===== src/rtl/fetch_pc_pkg.sv =====
// Shared definitions for the fetch PC block.
// Holds the next-PC select encodings, the controller states and the
// default reset/base PC of the legal fetch window.
package fetch_pc_pkg;

  // npc_sel encodings
  typedef enum logic [1:0] {
    NPC_SEQ = 2'b00,  // PC+4
    NPC_BR  = 2'b01,  // conditional word-offset branch
    NPC_J   = 2'b10,  // region jump with 26-bit word index
    NPC_JR  = 2'b11   // register-indirect jump
  } npc_sel_e;

  // controller states
  typedef enum logic {
    ST_RUN   = 1'b0,
    ST_FAULT = 1'b1
  } state_e;

  localparam logic [31:0] PC_RESET_DEFAULT = 32'h0000_3000;

endpackage


===== src/rtl/fetch_pc_npc_calc.sv =====
// npc_calc: purely combinational next-PC target and legality check.
// Ports:
//   pc, pc4        current PC and PC+4
//   npc_sel        next-PC source select (see fetch_pc_pkg)
//   br_taken       branch condition, used only for NPC_BR
//   imm16          signed branch offset in words
//   imm26          jump target field
//   rs_val         register jump target
//   target         computed next PC
//   legal          target is word aligned and inside the fetch window
module npc_calc
  import fetch_pc_pkg::*;
#(
  parameter logic [31:0] PC_RESET = PC_RESET_DEFAULT,
  parameter int unsigned IM_WORDS = 1024
) (
  input  logic [31:0] pc,
  input  logic [31:0] pc4,
  input  logic [1:0]  npc_sel,
  input  logic        br_taken,
  input  logic [15:0] imm16,
  input  logic [25:0] imm26,
  input  logic [31:0] rs_val,
  output logic [31:0] target,
  output logic        legal
);

  // Window end computed in 33 bits so a window touching 2^32 does not wrap.
  localparam logic [32:0] WIN_END = {1'b0, PC_RESET} + 33'(IM_WORDS) * 33'd4;

  logic [31:0] br_off;
  assign br_off = {{14{imm16[15]}}, imm16, 2'b00};

  always_comb begin
    target = pc4;
    case (npc_sel)
      NPC_SEQ: target = pc4;
      NPC_BR:  target = br_taken ? (pc4 + br_off) : pc4;
      NPC_J:   target = {pc4[31:28], imm26, 2'b00};
      NPC_JR:  target = rs_val;
      default: target = pc4;
    endcase
  end

  assign legal = (target[1:0] == 2'b00) &&
                 (target >= PC_RESET) &&
                 ({1'b0, target} < WIN_END);

  // pc is carried for readability of the interface; only pc4 feeds targets.
  logic unused_pc;
  assign unused_pc = ^pc;

endmodule


===== src/rtl/fetch_pc.sv =====
// fetch_pc: instruction fetch program counter with a sticky fault state.
// PC advances to the computed target each unstalled cycle while the target
// is legal; an illegal target freezes PC and latches pc_fault until reset.
// Optional feature: define FETCH_PC_CNT_EN to add the fetch_cnt port, a
// wrapping count of PC updates.
// Ports:
//   clk, reset     clock, synchronous active-high reset
//   stall          hold PC (no legality check while high)
//   npc_sel        next-PC source select
//   br_taken, imm16, imm26, rs_val   target operands
//   PC, PC4        current fetch address and PC+4 (register-only outputs)
//   pc_fault       sticky fault flag
//   fetch_cnt      update counter (FETCH_PC_CNT_EN only)
module fetch_pc
  import fetch_pc_pkg::*;
#(
  parameter logic [31:0] PC_RESET = PC_RESET_DEFAULT,
  parameter int unsigned IM_WORDS = 1024
) (
  input  logic        clk,
  input  logic        reset,
  input  logic        stall,
  input  logic [1:0]  npc_sel,
  input  logic        br_taken,
  input  logic [15:0] imm16,
  input  logic [25:0] imm26,
  input  logic [31:0] rs_val,
  output logic [31:0] PC,
  output logic [31:0] PC4,
`ifdef FETCH_PC_CNT_EN
  output logic [31:0] fetch_cnt,
`endif
  output logic        pc_fault
);

  state_e      state;
  logic [31:0] pc_q;
  logic [31:0] target;
  logic        legal;

  assign PC  = pc_q;
  assign PC4 = pc_q + 32'd4;

  npc_calc #(
    .PC_RESET (PC_RESET),
    .IM_WORDS (IM_WORDS)
  ) u_npc_calc (
    .pc       (pc_q),
    .pc4      (PC4),
    .npc_sel  (npc_sel),
    .br_taken (br_taken),
    .imm16    (imm16),
    .imm26    (imm26),
    .rs_val   (rs_val),
    .target   (target),
    .legal    (legal)
  );

  always_ff @(posedge clk) begin
    if (reset) begin
      pc_q     <= PC_RESET;
      state    <= ST_RUN;
      pc_fault <= 1'b0;
    end else begin
      case (state)
        ST_RUN: begin
          // Stall outranks the legality check: nothing moves, nothing faults.
          if (!stall) begin
            if (legal) begin
              pc_q <= target;
            end else begin
              pc_fault <= 1'b1;
              state    <= ST_FAULT;
            end
          end
        end
        default: ; // ST_FAULT: frozen until reset
      endcase
    end
  end

`ifdef FETCH_PC_CNT_EN
  always_ff @(posedge clk) begin
    if (reset)
      fetch_cnt <= 32'd0;
    else if (state == ST_RUN && !stall && legal)
      fetch_cnt <= fetch_cnt + 32'd1;
  end
`endif

endmodule


===== config.mk =====
export PLATFORM = sky130hd
export DESIGN_NAME = fetch_pc
export DESIGN_NICKNAME = d
export VERILOG_FILES = /design/src/rtl/fetch_pc_pkg.sv /design/src/rtl/fetch_pc_npc_calc.sv /design/src/rtl/fetch_pc.sv
export SDC_FILE = /design/constraint.sdc
export NUM_CORES = 1
export LEC_CHECK = 0
export ABC_AREA = 1
export CAP_MARGIN = 20
export CORE_UTILIZATION = 51
export CTS_CLUSTER_DIAMETER = 40
export DETAILED_ROUTE_END_ITERATION = 6
export GPL_TIMING_DRIVEN = 0
export PLACE_DENSITY = 0.85
export SLEW_MARGIN = 30
export SYNTH_ARGS = -nofsm -noshare
export SYNTH_HDL_FRONTEND = slang
export SYNTH_SLANG_ARGS = --single-unit

===== constraint.sdc =====
create_clock -name clk -period 4.3 [get_ports clk]
set_clock_uncertainty 0.1 [all_clocks]
set_input_delay 1.075 -clock clk [delete_from_list [all_inputs] [get_ports clk]]
set_output_delay 1.075 -clock clk [all_outputs]
set_load 0.05 [all_outputs]

==> metrics, run 1 <==
routed wire length roughly 24 mm; row count 38; outcome finished, final reports clean; Synth top area share 27.23%; Area contributors post-synth nand2_1 (27%), inv_1 (13%), dfxtp_1 (12%), nand3_1 (8.3%), nor2_1 (7.1%); Synth-to-Final Area Change 39.60%; 1st-iter DRT viols 969; worst setup margin roughly 0.11 ns; clock network fraction of design power ~27%; Max-cap violations 0; synth warn 0; net switching power figure around 330 uW; Final Power about 920 uW; wire per inst between 15 and 20 um; internal power 590.4 uW; Slowest-stage cell, CP dfxtp_4; Core Area 10890 um^2; CTS tree yes; Pins Over Slew Limit 0; first-pass iteration count of the detailed router 7; Hold Vio Cnt, Final 0; asr flop ratio synth 0%; prevailing post-synth register cell dfxtp_1; Syn Std Cell Area 5707 um^2; CTS buffer count 5; clock slew seen by the registers of the worst setup and hold paths around 0.070 ns; CTS Buffer Depth 2; #FFs+latches synth 34; sequential share of power 34.4%; ant diodes 0; port bufs between 100 and 150; layout cell share with drive strength beyond 1 between 10% and 20%; GP Congestion around 0.96; die area around 12000 um^2; Vias between 7000 and 8000; Leak around 0.0039 uW; Worst setup SP type flip-flop; GRT Util Overall just under 40%; vias in the first global route between 6000 and 7000; Post-synth EDFFs 0; Power Dens Cells about 120 nW/um^2; multi-input logic area between 4000 and 5000 um^2; Crit path required time 4.43 ns; Worst Path Buf+Inv 4; Final Cycle Share 97.55%; setup_tns 0 ns; I/O pins 145; most frequent cells in the layout nand2_1 (401), inv_1 (187), clkdlybuf4s50_1 (143), nor2_1 (95), nand3_1 (92); worst-skew pair later-pin latency 0.30 ns; Root Buffer clkbuf_8; CP max FO 7; clock sink count 34; sequential-to-total area share from yosys stat a little under an eighth; net count after synthesis about 1200; hold crit path type flip-flop to flip-flop; Switching Share a little over a third; FF+latch area 699.4 um^2; fillers slightly above 900; crit path kind flip-flop to flip-flop; Hold Slack approximately 0.38 ns; CTS H-tree depth 2; DRT antenna net count 0; pre-CTS WS -0.8404 ns; fmax between 0.2 and 0.25 GHz; combinational share of power approximately two fifths; Worst Path Arrival about 4.3 ns; CP top delay family simple AND/OR/NAND/NOR gates; nets roughly 1400; dominant cell type by area after synthesis nand2_1; Rel. slew slack 53.29%; synth unique cells 45; first-pass GRT wire length 34.89 mm; DRC 0; Mapped Cells 1108; initial antenna violation count 0; Slew @ Worst Pin between 0.7 and 0.8 ns; DP HPWL about 19 mm; Worst IR Drop VDD ~0.27 mV; Core Util, Final ~73%; DIE HEIGHT approximately 110 um; grt total ovfl 0; most common cell after layout, fill and taps aside nand2_1; Die Wd roughly 110 um; Worst setup EP type flip-flop; # setup viols final 0; Vias/cell approximately 5.5; syn avg cell area around 5.2 um^2; Initial Util between 50% and 60%; fin crit period ~4.2 ns; cell mode on critical path nand2_1; Max stage delay on crit path around 0.38 ns; largest net degree at the start of global routing 19
[power groups by stage]
stage                     logic, uW  clock network [uW]  registers, uW
final                           356                 246            316
after global routing            385                 254            316
after CTS                       331                 245            316
after detailed placement        325                   0            324
after global placement          324                   0            324
after floorplan                 181                   0            327
[cell type report]
type / count / area share (%)
multi-input combinational: 854 / 56.97
timing repair buffer: 164 / 20.14
clock buffer: 6 / 1.037
tap: 140 / 2.199
inverter: 196 / 9.361
sequential: 34 / 8.780
buffer: 24 / 1.523
[stage by stage]
| stage | std cells | cell area (um^2) |
|---|---|---|
| 6_report | 1418 | 7966 |
| 5_1_grt | 1418 | 7966 |
| 4_1_cts | 1405 | 7575 |
| 3_5_place_dp | 1392 | 7356 |
| 3_3_place_gp | 1392 | 7356 |
| 2_1_floorplan | 1108 | 5739 |
[cells in the mapped netlist (2+ instances only)]
| cell | instances |
|---|---|
| nor2_2 | 7 |
| clkbuf_1 | 14 |
| nand3b_1 | 6 |
| a22o_1 | 8 |
| nor2_4 | 5 |
| a22oi_1 | 3 |
| nand3_1 | 95 |
| nand4_1 | 24 |
| a221oi_1 | 9 |
| a21oi_1 | 45 |
| o21ai_0 | 23 |
| o21bai_1 | 2 |
| inv_1 | 192 |
| nor3_1 | 28 |
| o21ai_2 | 2 |
| buf_4 | 3 |
| xor2_1 | 11 |
| o311ai_0 | 3 |
| clkinv_1 | 3 |
| and2_1 | 3 |
| buf_1 | 2 |
| buf_2 | 4 |
| ha_1 | 32 |
| nand2_2 | 4 |
| xnor2_1 | 3 |
| o22ai_1 | 2 |
| dfxtp_1 | 34 |
| o21ai_1 | 4 |
| nor2_1 | 108 |
| nand2_1 | 414 |
[path summary, 6_finish.rpt]
kind,cells after the start,from,endpoint,slack [ns]
worst max-delay path,28,PC[2]$_SDFFE_PP0P_,PC[7]$_SDFFE_PP0P_,0.11
worst min-delay path,2,state$_SDFF_PP0_,state$_SDFF_PP0_,0.38
worst max register to register,28,PC[2]$_SDFFE_PP0P_,PC[7]$_SDFFE_PP0P_,0.11
worst min register to register,2,state$_SDFF_PP0_,state$_SDFF_PP0_,0.38
[repair_timing]
item                       4_1_cts  5_1_grt
pin swaps                        6       13
setup endpoints to repair       34       34
buffers inserted                 7       12
gates cloned                     0        1
hold buffers                     0        0
gates resized for setup         21       75
[metal layers]
| metal | global-route usage (%) | up-vias | share of wire (%) | wire length (um) |
|---|---|---|---|---|
| li1 | - | 3839 | - | - |
| met1 | 48.74 | 3428 | 40 | 9436 |
| met2 | 65.57 | 476 | 45 | 10680 |
| met3 | 5.327 | 103 | 9.3 | 2205 |
| met4 | 20.25 | 0 | 5.5 | 1296 |
| met5 | 0 | - | 0 | 0 |
[cells by family (layout without fill, tap and decap cells)]
family                   after synthesis  in the layout  share of synthesized area (%)
AO/OA/AOI/OAI                        107            107                          11.40
XOR/XNOR                              15             15                          2.434
adder cells (fa/ha/maj)               33             33                          7.367
AND/OR/NAND/NOR                      699            699                          51.94
flip-flops                            34             34                          11.93
buffers and inverters                220            390                          14.93
[state kept, by name, summed over array words and instances, names as in the netlist]
name and cells:
state 1, PC 32, pc_fault 1
[worst register-to-register path, delay by kind of cell (launching register included)]
family | cells | cell delay [ns]
compound gates | 1 | 0.20
fa+ha+maj | 2 | 0.45
buf+inv | 4 | 0.43
flops | 1 | 0.38
simple gates | 21 | 2.55
(Power assumes the default switching activity.)
==> inputs of run 2 (changes only) <==
--- a/config.mk
+++ b/config.mk
@@ -6,7 +6,6 @@
 export NUM_CORES = 1
 export LEC_CHECK = 0
 export ABC_AREA = 1
-export CAP_MARGIN = 20
 export CORE_UTILIZATION = 51
 export CTS_CLUSTER_DIAMETER = 40
 export DETAILED_ROUTE_END_ITERATION = 6
==> results of run 2 <==
Same layout as run 1: the final DEF is identical, and so are final timing and power.
==> inputs of run 3 (changes only) <==
--- a/config.mk
+++ b/config.mk
@@ -10,6 +10,7 @@
 export CTS_CLUSTER_DIAMETER = 40
 export DETAILED_ROUTE_END_ITERATION = 6
 export GPL_TIMING_DRIVEN = 0
+export MAX_ROUTING_LAYER = met4
 export PLACE_DENSITY = 0.85
 export SLEW_MARGIN = 30
 export SYNTH_ARGS = -nofsm -noshare
==> run 3 against run 2 <==
Net effect:
- the flow now finishes with violations (setup timing)
- via count grew 0.76%
- fmax shrank 3.2%
- cell area shrank 0.88%
- register-to-register slack lost 0.14 ns
- highest routed layer unchanged
- sequential power is essentially flat
- wire length grew 0.96%
- utilization shrank 0.64 points
- total power grew 1.4%
- setup slack lost 0.14 ns
- clock power grew 6%
==> metrics, run 3 (synthesis results as in run 1) <==
outcome finished with violations (was finished, final reports clean); violated checks setup timing; Leak 0.003947 uW (was 0.003926 uW); Placed Cells 1392 (unchanged); worst-skew pair later-pin latency 0.31 ns (was 0.30 ns); crit path kind flip-flop to flip-flop (unchanged); Vias/cell 5.560 (was 5.533); Max-cap violations 0 (unchanged); die area 11620 um^2 (unchanged); # setup viols final 8 (was 0); hold buffer count at CTS 0 (unchanged); ant diodes 0 (unchanged); Final Cycle Share 100.8% (was 97.55%); Max stage delay on crit path 0.40 ns (was 0.38 ns); Worst IR Drop VDD 0.2219 mV (was 0.2674 mV); met2 Use GR 67.54% (was 65.57%); CP max FO 8 (was 7); routed wire length 23.84 mm (was 23.62 mm); setup_tns -0.07579 ns (was 0 ns); 1st-iter DRT viols 860 (was 969); Slowest-stage cell, CP dfxtp_4 (unchanged); wire per inst 16.77 um (was 16.66 um); Initial Util 52.41% (unchanged); grt total ovfl 0 (unchanged); max FFs per register 32 (unchanged); CTS H-tree depth 2 (unchanged); Slew @ Worst Pin 0.7569 ns (was 0.7007 ns); most common cell after layout, fill and taps aside nand2_1 (unchanged); Die Wd 107.8 um (unchanged); vias in the first global route 7013 (was 6980); Pins Over Slew Limit 0 (unchanged); clock slew seen by the registers of the worst setup and hold paths 0.07 ns (about the same); row count 38 (unchanged); layout cell share with drive strength beyond 1 11.15% (was 10.56%); pre-CTS WS -0.9427 ns (was -0.8404 ns); port bufs 144 (unchanged); cell mode on critical path nand2_1 (unchanged); Hold Vio Cnt, Final 0 (unchanged); Finished Cell Area 7896 um^2 (was 7966 um^2); CTS buffer count 5 (unchanged); CTS tree yes (unchanged); clock sink count 34 (unchanged); Rel. slew slack 49.36% (was 53.29%); Synth-to-Final Area Change 38.37% (was 39.60%); DIE HEIGHT 107.8 um (unchanged); CTS Buffer Depth 2 (unchanged); GP Congestion 0.9837 (was 0.9567); Worst Path Arrival 4.42 ns (was 4.32 ns); Worst setup SP type flip-flop (unchanged); Worst setup EP type flip-flop (unchanged); first-pass iteration count of the detailed router 7 (unchanged); fin crit period 4.334 ns (was 4.194 ns); Root Buffer clkbuf_8 (unchanged); DRT antenna net count 0 (unchanged); RSZ-0062 raised after global routing yes; non-filler instance count after layout 1422 (was 1418); fmax 0.2307 GHz (was 0.2384 GHz); worst setup margin -0.03446 ns (was 0.1055 ns); largest net degree at the start of global routing 19 (unchanged); grt met3 use 5.024% (was 5.327%); Crit path required time 4.39 ns (was 4.43 ns); hold crit path type flip-flop to flip-flop (unchanged); initial antenna violation count 0 (unchanged); met1 GRT Util 49.84% (was 48.74%); Core Area 10890 um^2 (unchanged); DP HPWL 19.01 mm (was 18.55 mm); I/O pins 145 (unchanged); nets 1394 (was 1392); most frequent cells in the layout nand2_1 (396), inv_1 (188), clkdlybuf4s50_1 (143), nor2_1 (92), nand3_1 (91) (was nand2_1 (401), inv_1 (187), clkdlybuf4s50_1 (143), nor2_1 (95), nand3_1 (92)); DRC 0 (unchanged); first-pass GRT wire length 35.22 mm (was 34.89 mm); GR peak layer met2 (unchanged); post-place instance area 7356 um^2 (unchanged); GRT Util Overall 40.95% (was 39.21%); Vias 7906 (was 7846); Final Power 931.2 uW (was 918.2 uW); fillers 979 (was 926); Power Dens Cells 117.9 nW/um^2 (was 115.3 nW/um^2)
## run 3: changes by cell type in the layout (fill, tap and decap cells not counted), sizes merged
cell,delta
clkinv,+1
buf,+2
clkbuf,+1
## run 3: power by group
part	internal (uW)	switching (uW)
combinational	150	206
sequential	314	0.984
clock	129	131
## run 3: metrics by stage
stage                     hold slack (ns)  utilization (%)
after floorplan                    0.3377                -
after global placement             0.3527            67.56
after detailed placement           0.3622            67.56
after CTS                          0.3778            69.28
after global routing               0.4232            72.52
final                              0.3960            72.52
## run 3: path summary, 6_finish.rpt
check / from / to / slack, ns / cells past startpoint
hold / removal: PC[0]$_SDFFE_PP0P_ / PC[0]$_SDFFE_PP0P_ / 0.40 / 2
setup / recovery: PC[2]$_SDFFE_PP0P_ / pc_fault$_SDFFE_PP0P_ / -0.03 / 27
hold reg to reg: PC[0]$_SDFFE_PP0P_ / PC[0]$_SDFFE_PP0P_ / 0.40 / 2
setup reg to reg: PC[2]$_SDFFE_PP0P_ / pc_fault$_SDFFE_PP0P_ / -0.03 / 27
## run 3: worst max-delay path, delay by kind of cell (launching register included)
family | cells | cell delay, ns
simple gates | 20 | 2.41
compound gates | 2 | 0.41
fa+ha+maj | 2 | 0.50
buf+inv | 3 | 0.40
flops | 1 | 0.40
## run 3: layout make-up
| cell class | instances | area, um^2 | share of cell area (%) |
|---|---|---|---|
| multi-input combinational | 854 | 4466 | 56.55 |
| timing repair buffer | 166 | 1602 | 20.28 |
| inverter | 196 | 745.7 | 9.444 |
| sequential | 34 | 703.2 | 8.905 |
| tap | 140 | 175.2 | 2.218 |
| buffer | 24 | 113.9 | 1.442 |
| clock buffer | 7 | 86.33 | 1.093 |
| clock inverter | 1 | 5.005 | 0.06338 |
## run 3: repair_timing
item                                    in CTS  in global routing
pin swaps                                    5                 15
hold endpoints to repair                     0                  0
gates resized for setup                     17                 78
endpoints found under the setup margin      34                 34
setup buffers                                5                 17
## run 3: metal layers
metal	share of wire, %	routed length, um
met5	0	0
met4	5.3	1264
met3	8.3	1975
met2	46	10980
met1	40	9626
